File: src/rtl/rgy_monitor_if.sv
// rgy_monitor_if: bundles the light pair under test, the error-clear request
// and the monitor's status outputs.
//   rgy0, rgy1   : lamp vectors {unused, GREEN, YELLOW, RED} of lights 0 and 1
//   clr_err      : synchronous clear of the sticky error flags
//   phase        : last legal decoded phase (0 G1, 1 Y1, 2 G0, 3 Y0)
//   phase_valid  : last sample was a legal pattern
//   locked       : monitor is tracking a verified phase rotation
//   err          : sticky flags [0] pattern, [1] conflict, [2] sequence, [3] dwell
//   err_pulse    : one-cycle strobe on any new detection
//   cycles_done  : completed full rotations (zero unless the counter is built)
// master drives the lights (controller side / bench); slave is the monitor.
interface rgy_monitor_if;
  logic [3:0]  rgy0;
  logic [3:0]  rgy1;
  logic        clr_err;
  logic [1:0]  phase;
  logic        phase_valid;
  logic        locked;
  logic [3:0]  err;
  logic        err_pulse;
  logic [15:0] cycles_done;

  modport master (
    output rgy0, rgy1, clr_err,
    input  phase, phase_valid, locked, err, err_pulse, cycles_done
  );

  modport slave (
    input  rgy0, rgy1, clr_err,
    output phase, phase_valid, locked, err, err_pulse, cycles_done
  );
endinterface

File: src/rtl/rgy_monitor.sv
// rgy_monitor: receive-side safety checker for a two-way traffic light pair.
// Each cycle the {rgy0, rgy1} sample is decoded into a phase; the monitor
// tracks phase order (G1 -> Y1 -> G0 -> Y0 -> G1) and dwell length and raises
// sticky error flags on unsafe or out-of-order behaviour. All outputs are
// registered, so results appear one cycle after the sample.
// Ports:
//   clk    : clock, all updates on posedge
//   reset  : asynchronous, active-low reset
//   mon    : rgy_monitor_if.slave (lights in, status/error flags out)
// Parameters: GREEN_CYC / YELLOW_CYC required dwell, CNT_W dwell counter width
// (2**CNT_W-1 must exceed GREEN_CYC).
// Optional feature: define RGY_MON_CYCLE_CNT_EN to build the 16-bit rotation
// counter on cycles_done; otherwise cycles_done is tied to zero.
module rgy_monitor #(
  parameter int unsigned GREEN_CYC  = 6,
  parameter int unsigned YELLOW_CYC = 2,
  parameter int unsigned CNT_W      = 4
) (
  input  logic         clk,
  input  logic         reset,
  rgy_monitor_if.slave mon
);

  localparam int unsigned ERR_W = 4;
  localparam int unsigned PH_W  = 2;
  localparam logic [CNT_W-1:0] CNT_MAX    = '1;
  localparam logic [CNT_W-1:0] CNT_ONE    = CNT_W'(1);
  localparam logic [CNT_W-1:0] GREEN_EXP  = CNT_W'(GREEN_CYC);
  localparam logic [CNT_W-1:0] YELLOW_EXP = CNT_W'(YELLOW_CYC);

  typedef enum logic [1:0] {
    UNSYNC = 2'd0,
    ALIGN  = 2'd1,
    LOCKED = 2'd2
  } state_t;

  state_t             state_q, state_d;
  logic [PH_W-1:0]    phase_q, phase_d;
  logic [CNT_W-1:0]   dwell_q, dwell_d;
  logic               valid_q;
  logic               locked_q;
  logic [ERR_W-1:0]   err_q, err_d;
  logic               pulse_q;
  logic [ERR_W-1:0]   flags;

  logic               legal;
  logic [PH_W-1:0]    smp_phase;
  logic               conflict;
  logic               is_same;
  logic               is_succ;
  logic [CNT_W-1:0]   exp_dwell;
  logic [CNT_W-1:0]   dwell_inc;

  // Decode the sampled lamp pair into one of the four legal phases.
  always_comb begin
    legal     = 1'b0;
    smp_phase = '0;
    case ({mon.rgy0, mon.rgy1})
      8'b0001_0100: begin legal = 1'b1; smp_phase = 2'd0; end
      8'b0001_0010: begin legal = 1'b1; smp_phase = 2'd1; end
      8'b0100_0001: begin legal = 1'b1; smp_phase = 2'd2; end
      8'b0010_0001: begin legal = 1'b1; smp_phase = 2'd3; end
      default:      begin legal = 1'b0; smp_phase = '0;   end
    endcase
  end

  // Both lights off red is the dangerous case and outranks a plain bad pattern.
  assign conflict  = ~mon.rgy0[0] & ~mon.rgy1[0];
  assign is_same   = (smp_phase == phase_q);
  assign is_succ   = (smp_phase == phase_q + PH_W'(1));
  // Odd phase codes are the yellow phases.
  assign exp_dwell = phase_q[0] ? YELLOW_EXP : GREEN_EXP;
  assign dwell_inc = (dwell_q == CNT_MAX) ? dwell_q : dwell_q + CNT_ONE;

  // Next-state, dwell tracking and error detection.
  always_comb begin
    state_d = state_q;
    phase_d = phase_q;
    dwell_d = dwell_q;
    flags   = '0;
    case (state_q)
      UNSYNC: begin
        if (legal) begin
          state_d = ALIGN;
          phase_d = smp_phase;
          dwell_d = CNT_ONE;
        end else begin
          dwell_d = '0;
        end
      end
      ALIGN: begin
        if (!legal) begin
          // Legal traffic has already been seen, so a bad sample is reported.
          state_d = UNSYNC;
          dwell_d = '0;
          if (conflict) flags[1] = 1'b1;
          else          flags[0] = 1'b1;
        end else if (is_same) begin
          dwell_d = dwell_inc;
        end else begin
          if (is_succ) state_d = LOCKED;
          phase_d = smp_phase;
          dwell_d = CNT_ONE;
        end
      end
      LOCKED: begin
        if (!legal) begin
          state_d = UNSYNC;
          dwell_d = '0;
          if (conflict) flags[1] = 1'b1;
          else          flags[0] = 1'b1;
        end else if (is_same) begin
          // Sample expected+1 of the same phase is the overstay; flagged once.
          if (dwell_q == exp_dwell) flags[3] = 1'b1;
          dwell_d = dwell_inc;
        end else if (is_succ) begin
          // A count above expected was already flagged as an overstay.
          if (dwell_q < exp_dwell) flags[3] = 1'b1;
          phase_d = smp_phase;
          dwell_d = CNT_ONE;
        end else begin
          flags[2] = 1'b1;
          state_d  = ALIGN;
          phase_d  = smp_phase;
          dwell_d  = CNT_ONE;
        end
      end
      default: begin
        state_d = UNSYNC;
        dwell_d = '0;
      end
    endcase
  end

  // New detections win over a simultaneous clear.
  assign err_d = (mon.clr_err ? '0 : err_q) | flags;

  // State and registered outputs.
  always_ff @(posedge clk or negedge reset) begin
    if (!reset) begin
      state_q  <= UNSYNC;
      phase_q  <= '0;
      dwell_q  <= '0;
      valid_q  <= 1'b0;
      locked_q <= 1'b0;
      err_q    <= '0;
      pulse_q  <= 1'b0;
    end else begin
      state_q  <= state_d;
      phase_q  <= phase_d;
      dwell_q  <= dwell_d;
      valid_q  <= legal;
      locked_q <= (state_d == LOCKED);
      err_q    <= err_d;
      pulse_q  <= |flags;
    end
  end

  assign mon.phase       = phase_q;
  assign mon.phase_valid = valid_q;
  assign mon.locked      = locked_q;
  assign mon.err         = err_q;
  assign mon.err_pulse   = pulse_q;

`ifdef RGY_MON_CYCLE_CNT_EN
  logic        rot_done;
  logic [15:0] cyc_q;

  // A clean Y0 -> G1 step while locked closes one full rotation.
  assign rot_done = (state_q == LOCKED) && legal && (phase_q == 2'd3) &&
                    (smp_phase == 2'd0) && (flags == '0);

  always_ff @(posedge clk or negedge reset) begin
    if (!reset)        cyc_q <= '0;
    else if (rot_done) cyc_q <= cyc_q + 16'd1;
  end

  assign mon.cycles_done = cyc_q;
`else
  assign mon.cycles_done = '0;
`endif

endmodule

File: src/flat_wrapper.sv
// flat-port wrapper written by rule: the top's interface ports become plain ports
module rgy_monitor_flat 
#(
  parameter int unsigned GREEN_CYC  = 6,
  parameter int unsigned YELLOW_CYC = 2,
  parameter int unsigned CNT_W      = 4
)
  (clk, reset, mon_rgy0, mon_rgy1, mon_clr_err, mon_phase, mon_phase_valid, mon_locked, mon_err, mon_err_pulse, mon_cycles_done);
  rgy_monitor_if mon_i ();
  input  logic clk;
  input  logic reset;
  input wire logic [$bits(mon_i.rgy0)-1:0] mon_rgy0;
  input wire logic [$bits(mon_i.rgy1)-1:0] mon_rgy1;
  input wire logic [$bits(mon_i.clr_err)-1:0] mon_clr_err;
  output wire logic [$bits(mon_i.phase)-1:0] mon_phase;
  output wire logic [$bits(mon_i.phase_valid)-1:0] mon_phase_valid;
  output wire logic [$bits(mon_i.locked)-1:0] mon_locked;
  output wire logic [$bits(mon_i.err)-1:0] mon_err;
  output wire logic [$bits(mon_i.err_pulse)-1:0] mon_err_pulse;
  output wire logic [$bits(mon_i.cycles_done)-1:0] mon_cycles_done;
  assign mon_i.rgy0 = mon_rgy0;
  assign mon_i.rgy1 = mon_rgy1;
  assign mon_i.clr_err = mon_clr_err;
  assign mon_phase = mon_i.phase;
  assign mon_phase_valid = mon_i.phase_valid;
  assign mon_locked = mon_i.locked;
  assign mon_err = mon_i.err;
  assign mon_err_pulse = mon_i.err_pulse;
  assign mon_cycles_done = mon_i.cycles_done;
  rgy_monitor #(.GREEN_CYC(GREEN_CYC), .YELLOW_CYC(YELLOW_CYC), .CNT_W(CNT_W)) u_core (.clk(clk), .reset(reset), .mon(mon_i));
endmodule
File: config.mk
export PLATFORM = sky130hd
export DESIGN_NAME = rgy_monitor_flat
export DESIGN_NICKNAME = d
export VERILOG_FILES = /design/src/rtl/rgy_monitor_if.sv /design/src/rtl/rgy_monitor.sv /design/src/flat_wrapper.sv
export SDC_FILE = /design/constraint.sdc
export NUM_CORES = 1
export LEC_CHECK = 0
export CORE_MARGIN = 2
export CORE_UTILIZATION = 33
export DETAILED_ROUTE_END_ITERATION = 8
export HOLD_SLACK_MARGIN = 0.1
export PLACE_DENSITY_LB_ADDON = 0.25
export SYNTH_ARGS = -nofsm -noshare
export SYNTH_HDL_FRONTEND = slang
export SYNTH_SLANG_ARGS = --single-unit
File: constraint.sdc
create_clock -name clk -period 1.8 [get_ports clk]
set_input_delay 0.18 -clock clk [delete_from_list [all_inputs] [get_ports clk]]
set_output_delay 0.18 -clock clk [all_outputs]
set_load 0.02 [all_outputs]
==> results.sh, run 1 <==
export IMPL_fin_total_pwr_mw=1.107
export IMPL_finalSetupViolCount=0
export IMPL_chip_height_um=65.76
export IMPL_highest_layer="met4"
export IMPL_synth_ff_type="dfrtp_1"
export IMPL_route_detailed_vias_per_inst=4.895
export IMPL_place_inst=227
export IMPL_power_density_cell_area_mw_per_mm2=615.6
export IMPL_max_cap_violations=0
export IMPL_cts_hold_buf=0
export IMPL_dpl_instance_area_mm2=0.001644
export IMPL_fmax_ghz=0.5825
export IMPL_detail_route_drc_violations=0
export IMPL_commonest_cells_after_routing_fill_and_taps_aside="33 x buf_4, 16 x conb_1, 15 x dfrtp_1"
export IMPL_tightest_slew_ns=0.5044
export IMPL_postRouteAntennaNets=0
export IMPL_cts_reportedPaths_clkPinSlew_ns=0.06
export IMPL_synthTopCellsByArea="dfrtp_1 30%, buf_4 9.5%, ha_1 7.0%"
export IMPL_grt_max_degree=16
export IMPL_num_nets_final=208
export IMPL_cp_data_arrival_time_ns=1.82
export IMPL_design_core_area_mm2=0.003661
export IMPL_run_status="finished clean"
export IMPL_floorplan_io_pins=36
export IMPL_power_share_switching_pct=34.88
export IMPL_finalCritPeriodShare_pct=95.38
export IMPL_clk_latency_ns=0.25
export IMPL_area_delta_synth_final_pct=42.84
export IMPL_reg2regPathDepth=7
export IMPL_ir_drop_mv=0.4355
export IMPL_synth_ff_latch_count=15
export IMPL_worst_setup_path_end_kind="flop"
export IMPL_reg2reg_slack_ns=0.10
export IMPL_clock_power_share_pct=24.7
export IMPL_ctsRootBufferMaster="clkbuf_8"
export IMPL_number_of_cts_inserted_buffers=3
export IMPL_wl_um=3250
export IMPL_yosysWarningCount=0
export IMPL_final_area_mm2=0.001798
export IMPL_detail_route_wirelength_met1_um=1456
export IMPL_grt_pass1_vias=1184
export IMPL_cts_sink_count=15
export IMPL_timing_critical_path_to="u_core.state_q[1]"
export IMPL_setup_tns_ns=0
export IMPL_power_sequential_fraction_pct=35.4
export IMPL_post_drt_wl_per_cell_um=13.71
export IMPL_detail_route_first_pass_iterations=4
export IMPL_netSwitchingPower_uw=386.1
export IMPL_hold_path_class="primary input to async pin"
export IMPL_post_synthesis_async_set_or_reset_flop_share_pct=100.0
export IMPL_per_instance_average_area_after_synthesis_um2=9.393
export IMPL_hold_viol_final=0
export IMPL_grt_total_usage_pct=16.14
export IMPL_detailroute_via_count=1160
export IMPL_end_of_the_worst_register_to_register_path="u_core.state_q[1]"
export IMPL_die_width_um=65.76
export IMPL_synthDistinctLibCells=43
export IMPL_clock_skew_ns=0.005928
export IMPL_nFillCells=350
export IMPL_synth_largest_area_cell="dfrtp_1"
export IMPL_synth_top_cell_area_share_pct=29.82
export IMPL_drv_slew=0
export IMPL_htree_levels=1
export IMPL_timing_critical_path_from_type="primary input"
export IMPL_max_slew_margin_pct=66.02
export IMPL_power_internal_uw=720.7
export IMPL_initial_antenna_violation_count=0
export IMPL_portBuffers=19
export IMPL_number_of_enable_flip_flop_cells_after_synthesis=0
export IMPL_die_area_mm2=0.004324
export IMPL_post_route_cells_drive_above_1_share_pct=34.92
export IMPL_final_period_minus_worst_setup_slack_ns=1.717
export IMPL_crit_type="primary input to flop"
export IMPL_finish_cell_count_without_fillers=237
export IMPL_insertedDiodeCount=0
export IMPL_combPwrFrac_pct=39.8
export IMPL_initial_util_pct=34.38
export IMPL_grt_first_pass_wirelength_um=5326
export IMPL_required_worst_endpoint_ns=1.90
export IMPL_gp_routability_congestion=0.8495
export IMPL_ctsLongestPathBuffers=2
export IMPL_crit_path_max_fanout=4
export IMPL_cts_tree="yes"
export IMPL_most_common_cell_after_layout_fill_and_taps_aside="buf_4"
export IMPL_p_leak_nw=0.8265
export IMPL_seq_area_frac_synth_pct=29.82
export IMPL_r2r_start="u_core.state_q[0]"
export IMPL_met3_length_um=95
export IMPL_setup_worst_path_start="mon_rgy1[2]"
export IMPL_synth_cells=134
export IMPL_met2_length_um=1660
export IMPL_place_hpwl_um=2492
export IMPL_first_iter_violations=44
export IMPL_syn_area_mm2=0.001259
export IMPL_site_row_count=22
export IMPL_finalCoreUtilization_pct=49.11
export IMPL_gr_total_overflow=0
synth_stat cells (all sizes together), types with 2 or more instances:
master,number
and4b,2
mux2i,5
and4,2
nor4,4
a32o,2
a21oi,8
o21ai,5
nor3,4
inv,10
nand2,6
xor2,3
xnor2,2
a211oi,2
nor4b,2
ha,7
o32ai,2
nor2,10
nand4b,2
buf,17
dfrtp,15
nand3,6
and2,3
sequential cells by signal, summed over array words and instances, names as in the netlist:
| register | count |
|---|---|
| u_core.mon.locked | 1 |
| u_core.state_q | 2 |
| u_core.mon.phase_valid | 1 |
| u_core.dwell_q | 4 |
| u_core.mon.err_pulse | 1 |
| u_core.mon.err | 4 |
| u_core.mon.phase | 2 |
power by group through the flow:
stage / Sequential (mW) / Clock (mW) / Combinational, mW
detailed placement: 0.393 / 0 / 0.411
CTS: 0.387 / 0.286 / 0.416
global placement: 0.392 / 0 / 0.406
finish: 0.392 / 0.274 / 0.441
floorplan: 0.434 / 0 / 0.193
global route: 0.399 / 0.302 / 0.476
how the worst min path moves through the flow:
stage | from | end | slack (ns)
after CTS | reset | u_core.dwell_q[2] | 0.26
after detailed placement | u_core.mon.err[0] | u_core.mon.err[0] | 0.48
after global routing | reset | u_core.dwell_q[2] | 0.27
after global placement | u_core.mon.err[2] | u_core.mon.err[2] | 0.47
after floorplan | reset | u_core.dwell_q[0] | -0.12
final | reset | u_core.dwell_q[2] | 0.25
layer usage:
layer | vias up | track usage [%]
met3 | 7 | 4.281
li1 | 572 | -
met4 | 0 | 4.167
met5 | - | 0
met2 | 17 | 27.78
met1 | 564 | 19.83
stage by stage:
| step | hold slack (ns) | setup WS, ns |
|---|---|---|
| floorplan | -0.1156 | 0.05814 |
| global placement | 0.4653 | -0.5266 |
| detailed placement | 0.4759 | -0.5624 |
| CTS | 0.2584 | 0.002691 |
| global route | 0.2655 | -0.01085 |
| finish | 0.2530 | 0.08323 |
timing repair:
action | CTS | global route
pin swaps | 11 | 14
resized for setup | 28 | 16
endpoints found under the setup margin | 12 | 8
buffers inserted | 5 | 1
cloned | 0 | 0
worst max-delay path, cell delays in order:
cell	delay (ns)
buf_2	0.12
nor4b_4	0.38
nand3_4	0.17
buf_4	0.17
buf_4	0.13
a21oi_1	0.11
a21oi_1	0.08
o311ai_2	0.34
nand2_1	0.14
final cells by class:
type	instances	area [um2]	share of cell area (%)
tap	48	60.06	3.340
inverter	10	37.54	2.088
sequential	15	375.4	20.88
multi-input combinational	107	863.3	48.02
clock buffer	4	45.04	2.505
timing repair buffer	53	416.7	23.17
kinds of logic (layout without fill, tap and decap cells):
kind of cell / Yosys count / after routing / share of synthesized area [%]
other: 1 / 16 / 0.2979
xor gates and xnor gates: 5 / 5 / 4.673
buffers and inverters: 27 / 67 / 13.42
adders and majority gates: 7 / 7 / 6.958
and+or+nand+nor: 44 / 44 / 23.56
DFF: 15 / 15 / 29.82
AOI/OAI and AO/OA: 30 / 30 / 17.30
muxes: 5 / 5 / 3.976
Power figures use the tool's default switching activity.
==> inputs of run 2 (changes only) <==
--- a/config.mk
+++ b/config.mk
@@ -6,8 +6,9 @@
 export NUM_CORES = 1
 export LEC_CHECK = 0
 export CORE_MARGIN = 2
-export CORE_UTILIZATION = 33
+export CORE_UTILIZATION = 40
 export DETAILED_ROUTE_END_ITERATION = 8
+export GPL_ROUTABILITY_DRIVEN = 1
 export HOLD_SLACK_MARGIN = 0.1
 export PLACE_DENSITY_LB_ADDON = 0.25
 export SYNTH_ARGS = -nofsm -noshare
==> results.sh, run 2 (synthesis gave the netlist of run 1 again) <==
export IMPL_number_of_cts_inserted_buffers=3
export IMPL_portBuffers=19
export IMPL_hold_viol_final=0
export IMPL_gr_total_overflow=0
export IMPL_gp_routability_congestion=0.9195
export IMPL_ctsLongestPathBuffers=2
export IMPL_initial_util_pct=41.57
export IMPL_finalCoreUtilization_pct=58.02
export IMPL_tightest_slew_ns=0.5264
export IMPL_fmax_ghz=0.5731
export IMPL_initial_antenna_violation_count=0
export IMPL_clk_latency_ns=0.29
export IMPL_floorplan_io_pins=36
export IMPL_finalSetupViolCount=0
export IMPL_place_hpwl_um=2459
export IMPL_cts_reportedPaths_clkPinSlew_ns=0.09
export IMPL_post_drt_wl_per_cell_um=13.89
export IMPL_crit_path_max_fanout=7
export IMPL_run_status="finished clean"
export IMPL_cts_sink_count=15
export IMPL_grt_setup_unrepaired="true"
export IMPL_power_density_cell_area_mw_per_mm2=590.2
export IMPL_finalCritPeriodShare_pct=96.94
export IMPL_ir_drop_mv=0.5515
export IMPL_postRouteAntennaNets=0
export IMPL_clock_skew_ns=0.005292
export IMPL_cts_tree="yes"
export IMPL_die_width_um=60.10
export IMPL_final_period_minus_worst_setup_slack_ns=1.745
export IMPL_cts_hold_buf=0
export IMPL_first_iter_violations=66
export IMPL_ctsRootBufferMaster="clkbuf_4"
export IMPL_grt_total_usage_pct=19.06
export IMPL_drv_slew=0
export IMPL_route_detailed_vias_per_inst=5.061
export IMPL_grt_pass1_vias=1128
export IMPL_hold_path_class="primary input to async pin"
export IMPL_wl_um=3195
export IMPL_detail_route_first_pass_iterations=5
export IMPL_crit_type="flop to flop"
export IMPL_design_core_area_mm2=0.003028
export IMPL_num_nets_final=205
export IMPL_detail_route_drc_violations=0
export IMPL_area_delta_synth_final_pct=39.56
export IMPL_most_common_cell_after_layout_fill_and_taps_aside="buf_4"
export IMPL_chip_height_um=60.10
export IMPL_fin_hold_ws_ns=0.1996
export IMPL_commonest_cells_after_routing_fill_and_taps_aside="30 x buf_4, 16 x conb_1, 15 x dfrtp_1"
export IMPL_max_slew_margin_pct=64.65
export IMPL_post_route_cells_drive_above_1_share_pct=33.87
export IMPL_required_worst_endpoint_ns=2.02
export IMPL_timing_critical_path_from_type="flop"
export IMPL_grt_first_pass_wirelength_um=5250
export IMPL_worst_setup_path_end_kind="flop"
export IMPL_insertedDiodeCount=0
export IMPL_grt_max_degree=16
export IMPL_max_cap_violations=0
export IMPL_die_area_mm2=0.003611
export IMPL_p_leak_nw=0.8176
export IMPL_detailroute_via_count=1164
export IMPL_cp_data_arrival_time_ns=1.96
export IMPL_site_row_count=20
export IMPL_htree_levels=1
-- run 2: through the flow --
stage	power (mW)	setup WS [ns]	area (um2)	TNS, ns	instances
floorplan	0.6269	0.05814	1315	0	149
global placement	0.7965	-0.4727	1632	-4.690	222
detailed placement	0.8047	-0.5844	1632	-5.431	222
CTS	1.015	0.004841	1719	0	230
global route	1.098	-0.03386	1757	-0.1011	230
finish	1.037	0.05506	1757	0	230
-- run 2: routing by layer --
| layer | global-route usage [%] | part of all wire (%) |
|---|---|---|
| met1 | 25.79 | 42 |
| met2 | 31.83 | 53 |
| met3 | 4.545 | 4.3 |
| met4 | 1.905 | 0 |
| met5 | 0 | 0 |
-- run 2: cell type report --
type	count	area (um2)
fillers	271	1271
well taps	44	55.05
flip-flops and latches	15	375.4
inverters	10	37.54
multi-input cells	107	858.3
repair buffers	50	404.1
clock buffers	4	26.28
-- run 2: final timing paths --
| check | startpoint | to | slack, ns | cells after the start |
|---|---|---|---|---|
| setup / recovery | u_core.mon.phase[0] | u_core.mon.locked | 0.06 | 6 |
| hold / removal | reset | u_core.dwell_q[2] | 0.20 | 2 |
| setup reg to reg | u_core.mon.phase[0] | u_core.mon.locked | 0.06 | 6 |
| hold reg to reg | u_core.mon.err[2] | u_core.mon.err[2] | 0.49 | 1 |
| max in group asynchronous | reset | u_core.mon.err[1] | 1.41 | 2 |
| min in group clk | mon_rgy0[0] | u_core.mon.err[0] | 0.30 | 3 |
-- run 2: critical path, stage by stage (launching register included) --
cell and delay [ns]:
dfrtp_1 0.36, buf_4 0.17, inv_1 0.12, nor3_1 0.26
mux2i_2 0.12, or4b_4 0.50, a21boi_2 0.14
-- run 2: where the power goes --
part	total (mW)	switching [mW]	internal (mW)
registers	0.383	0.0157	0.368
logic	0.454	0.257	0.197
clock network	0.200	0.114	0.0862
total	1.04	0.386	0.650
-- run 2: what timing repair did --
item,in CTS,in global routing
buffers inserted,4,1
gates resized for setup,21,22
pin swaps,9,11
endpoints found under the setup margin,12,11
gates cloned,0,0
==> inputs of run 3 (changes only) <==
--- a/config.mk
+++ b/config.mk
@@ -5,12 +5,14 @@
 export SDC_FILE = /design/constraint.sdc
 export NUM_CORES = 1
 export LEC_CHECK = 0
+export CAP_MARGIN = 15
 export CORE_MARGIN = 2
 export CORE_UTILIZATION = 40
 export DETAILED_ROUTE_END_ITERATION = 8
 export GPL_ROUTABILITY_DRIVEN = 1
 export HOLD_SLACK_MARGIN = 0.1
 export PLACE_DENSITY_LB_ADDON = 0.25
+export SETUP_SLACK_MARGIN = 0.5
 export SYNTH_ARGS = -nofsm -noshare
 export SYNTH_HDL_FRONTEND = slang
 export SYNTH_SLANG_ARGS = --single-unit
==> results.sh, run 3 (synthesis gave the netlist of run 1 again) <==
export IMPL_initial_antenna_violation_count=0
export IMPL_nFillCells=216
export IMPL_clock_skew_ns=0.006392
export IMPL_final_period_minus_worst_setup_slack_ns=1.666
export IMPL_worst_setup_path_end_kind="flop"
export IMPL_finish_cell_count_without_fillers=241
export IMPL_floorplan_io_pins=36
export IMPL_place_inst=218
export IMPL_hold_viol_final=0
export IMPL_area_delta_synth_final_pct=70.18
export IMPL_insertedDiodeCount=0
export IMPL_clk_latency_ns=0.29
export IMPL_site_row_count=20
export IMPL_die_width_um=60.10
export IMPL_commonest_cells_after_routing_fill_and_taps_aside="29 x buf_4, 16 x conb_1, 12 x buf_6"
export IMPL_cts_reportedPaths_clkPinSlew_ns=0.10
export IMPL_crit_path_max_fanout=4
export IMPL_fin_total_pwr_mw=1.179
export IMPL_num_nets_final=216
export IMPL_postRouteAntennaNets=0
export IMPL_grt_total_usage_pct=20.53
export IMPL_grt_setup_unrepaired="true"
export IMPL_power_density_cell_area_mw_per_mm2=550.3
export IMPL_detailroute_via_count=1239
export IMPL_chip_height_um=60.10
export IMPL_drv_slew=0
export IMPL_ctsLongestPathBuffers=2
export IMPL_cells_along_the_critical_path="ha_4 > and4_4 > o2111ai_4 > nor2_2 > o311ai_4 > nand2_1"
export IMPL_r2r_start="u_core.state_q[1]"
export IMPL_cts_sink_count=15
export IMPL_fmax_ghz=0.6003
export IMPL_place_hpwl_um=2366
export IMPL_grt_first_pass_wirelength_um=5492
export IMPL_initial_util_pct=41.57
export IMPL_detail_route_drc_violations=0
export IMPL_die_area_mm2=0.003611
export IMPL_hold_path_class="primary input to async pin"
export IMPL_grt_pass1_vias=1172
export IMPL_cp_data_arrival_time_ns=1.83
export IMPL_critical_path_max_stage_delay_ns=0.46
export IMPL_ir_drop_mv=0.3218
export IMPL_htree_levels=1
export IMPL_run_status="finished clean"
export IMPL_timing_critical_path_from_type="flop"
export IMPL_gr_total_overflow=0
export IMPL_number_of_cts_inserted_buffers=3
export IMPL_finalSetupViolCount=0
export IMPL_grt_max_degree=16
export IMPL_portBuffers=19
export IMPL_first_iter_violations=46
export IMPL_finalCritPeriodShare_pct=92.55
export IMPL_post_route_cells_drive_above_1_share_pct=51.27
export IMPL_critPathSlowestCell="dfrtp_2"
export IMPL_wl_um=3736
export IMPL_setup_worst_path_start="u_core.state_q[1]"
export IMPL_cts_tree="yes"
export IMPL_reg2reg_slack_ns=0.13
export IMPL_post_drt_wl_per_cell_um=15.50
export IMPL_detail_route_first_pass_iterations=4
export IMPL_most_common_cell_after_layout_fill_and_taps_aside="buf_4"
export IMPL_design_core_area_mm2=0.003028
export IMPL_required_worst_endpoint_ns=1.97
export IMPL_max_cap_violations=0
export IMPL_crit_type="flop to flop"
export IMPL_route_detailed_vias_per_inst=5.141
export IMPL_p_leak_nw=0.9560
export IMPL_gp_routability_congestion=0.8420
export IMPL_ctsRootBufferMaster="clkbuf_4"
[run 3: cell types whose count changed in the layout (fill, tap and decap cells not counted), sizes merged]
cell           previous run  this run
buf                      33        48
clkdlybuf4s50            11         2
dlygate4sd2               1         9
clkdlybuf4s15             0         1
clkbuf                    8         4
[run 3: critical path: cells and delay by family (launching register included)]
kind	cells	cell delay, ns
fa+ha+maj	1	0.17
flops	1	0.46
compound gates	2	0.57
simple gates	3	0.35
[run 3: power by group]
group | leakage, nW | internal (mW) | switching (mW)
combinational | 0.742 | 0.259 | 0.322
clock | 0.0150 | 0.0862 | 0.115
sequential | 0.199 | 0.370 | 0.0279
total | 0.956 | 0.715 | 0.464
[run 3: layout make-up]
cell class / count / area [um2] / area share (%)
clock buffer: 4 / 26.28 / 1.227
inverter: 10 / 45.04 / 2.103
multi-input combinational: 107 / 1086 / 50.70
sequential: 15 / 380.4 / 17.76
tap: 44 / 55.05 / 2.570
timing repair buffer: 61 / 549.3 / 25.64
[run 3: path summary, 6_finish.rpt]
kind                                      to  cells after the start
max reg2reg                u_core.state_q[1]                      6
min reg2reg                u_core.mon.err[2]                      1
max                        u_core.state_q[1]                      6
min                        u_core.mon.err[3]                      2
max in group asynchronous  u_core.state_q[1]                      2
min in group clk           u_core.mon.err[0]                      3
[run 3: metrics by stage]
stage | instance area (um2) | utilization (%) | hold WS [ns] | TNS (ns) | setup WS (ns)
2_1_floorplan | 1370 | - | -0.1156 | 0 | 0.08066
3_3_place_gp | 1657 | 54.71 | 0.4780 | -4.292 | -0.4474
3_5_place_dp | 1657 | 54.71 | 0.4710 | -4.991 | -0.5397
4_1_cts | 1916 | 63.26 | 0.2162 | 0 | 0.1613
5_1_grt | 2142 | 70.74 | 0.2183 | 0 | 0.05850
6_report | 2142 | 70.74 | 0.2091 | 0 | 0.1341
[run 3: repair_timing]
| item | in CTS | in global routing |
|---|---|---|
| gates resized for setup | 72 | 33 |
| pin swaps | 22 | 27 |
| endpoints found under the setup margin | 24 | 16 |
| endpoints found under the hold margin | 0 | 0 |
| buffers inserted | 10 | 9 |
| hold buffers | 0 | 0 |
[run 3: routing by layer]
metal  up-vias  global-route usage [%]  routed length [um]  part of all wire (%)
met5         -                       0                   0                     0
met4         0                   4.444                  13                  0.35
met3         2                   4.762                 144                   3.9
met2        33                   35.40                1987                    53
met1       613                   25.93                1590                    43
li1        591                       -                   -                     -
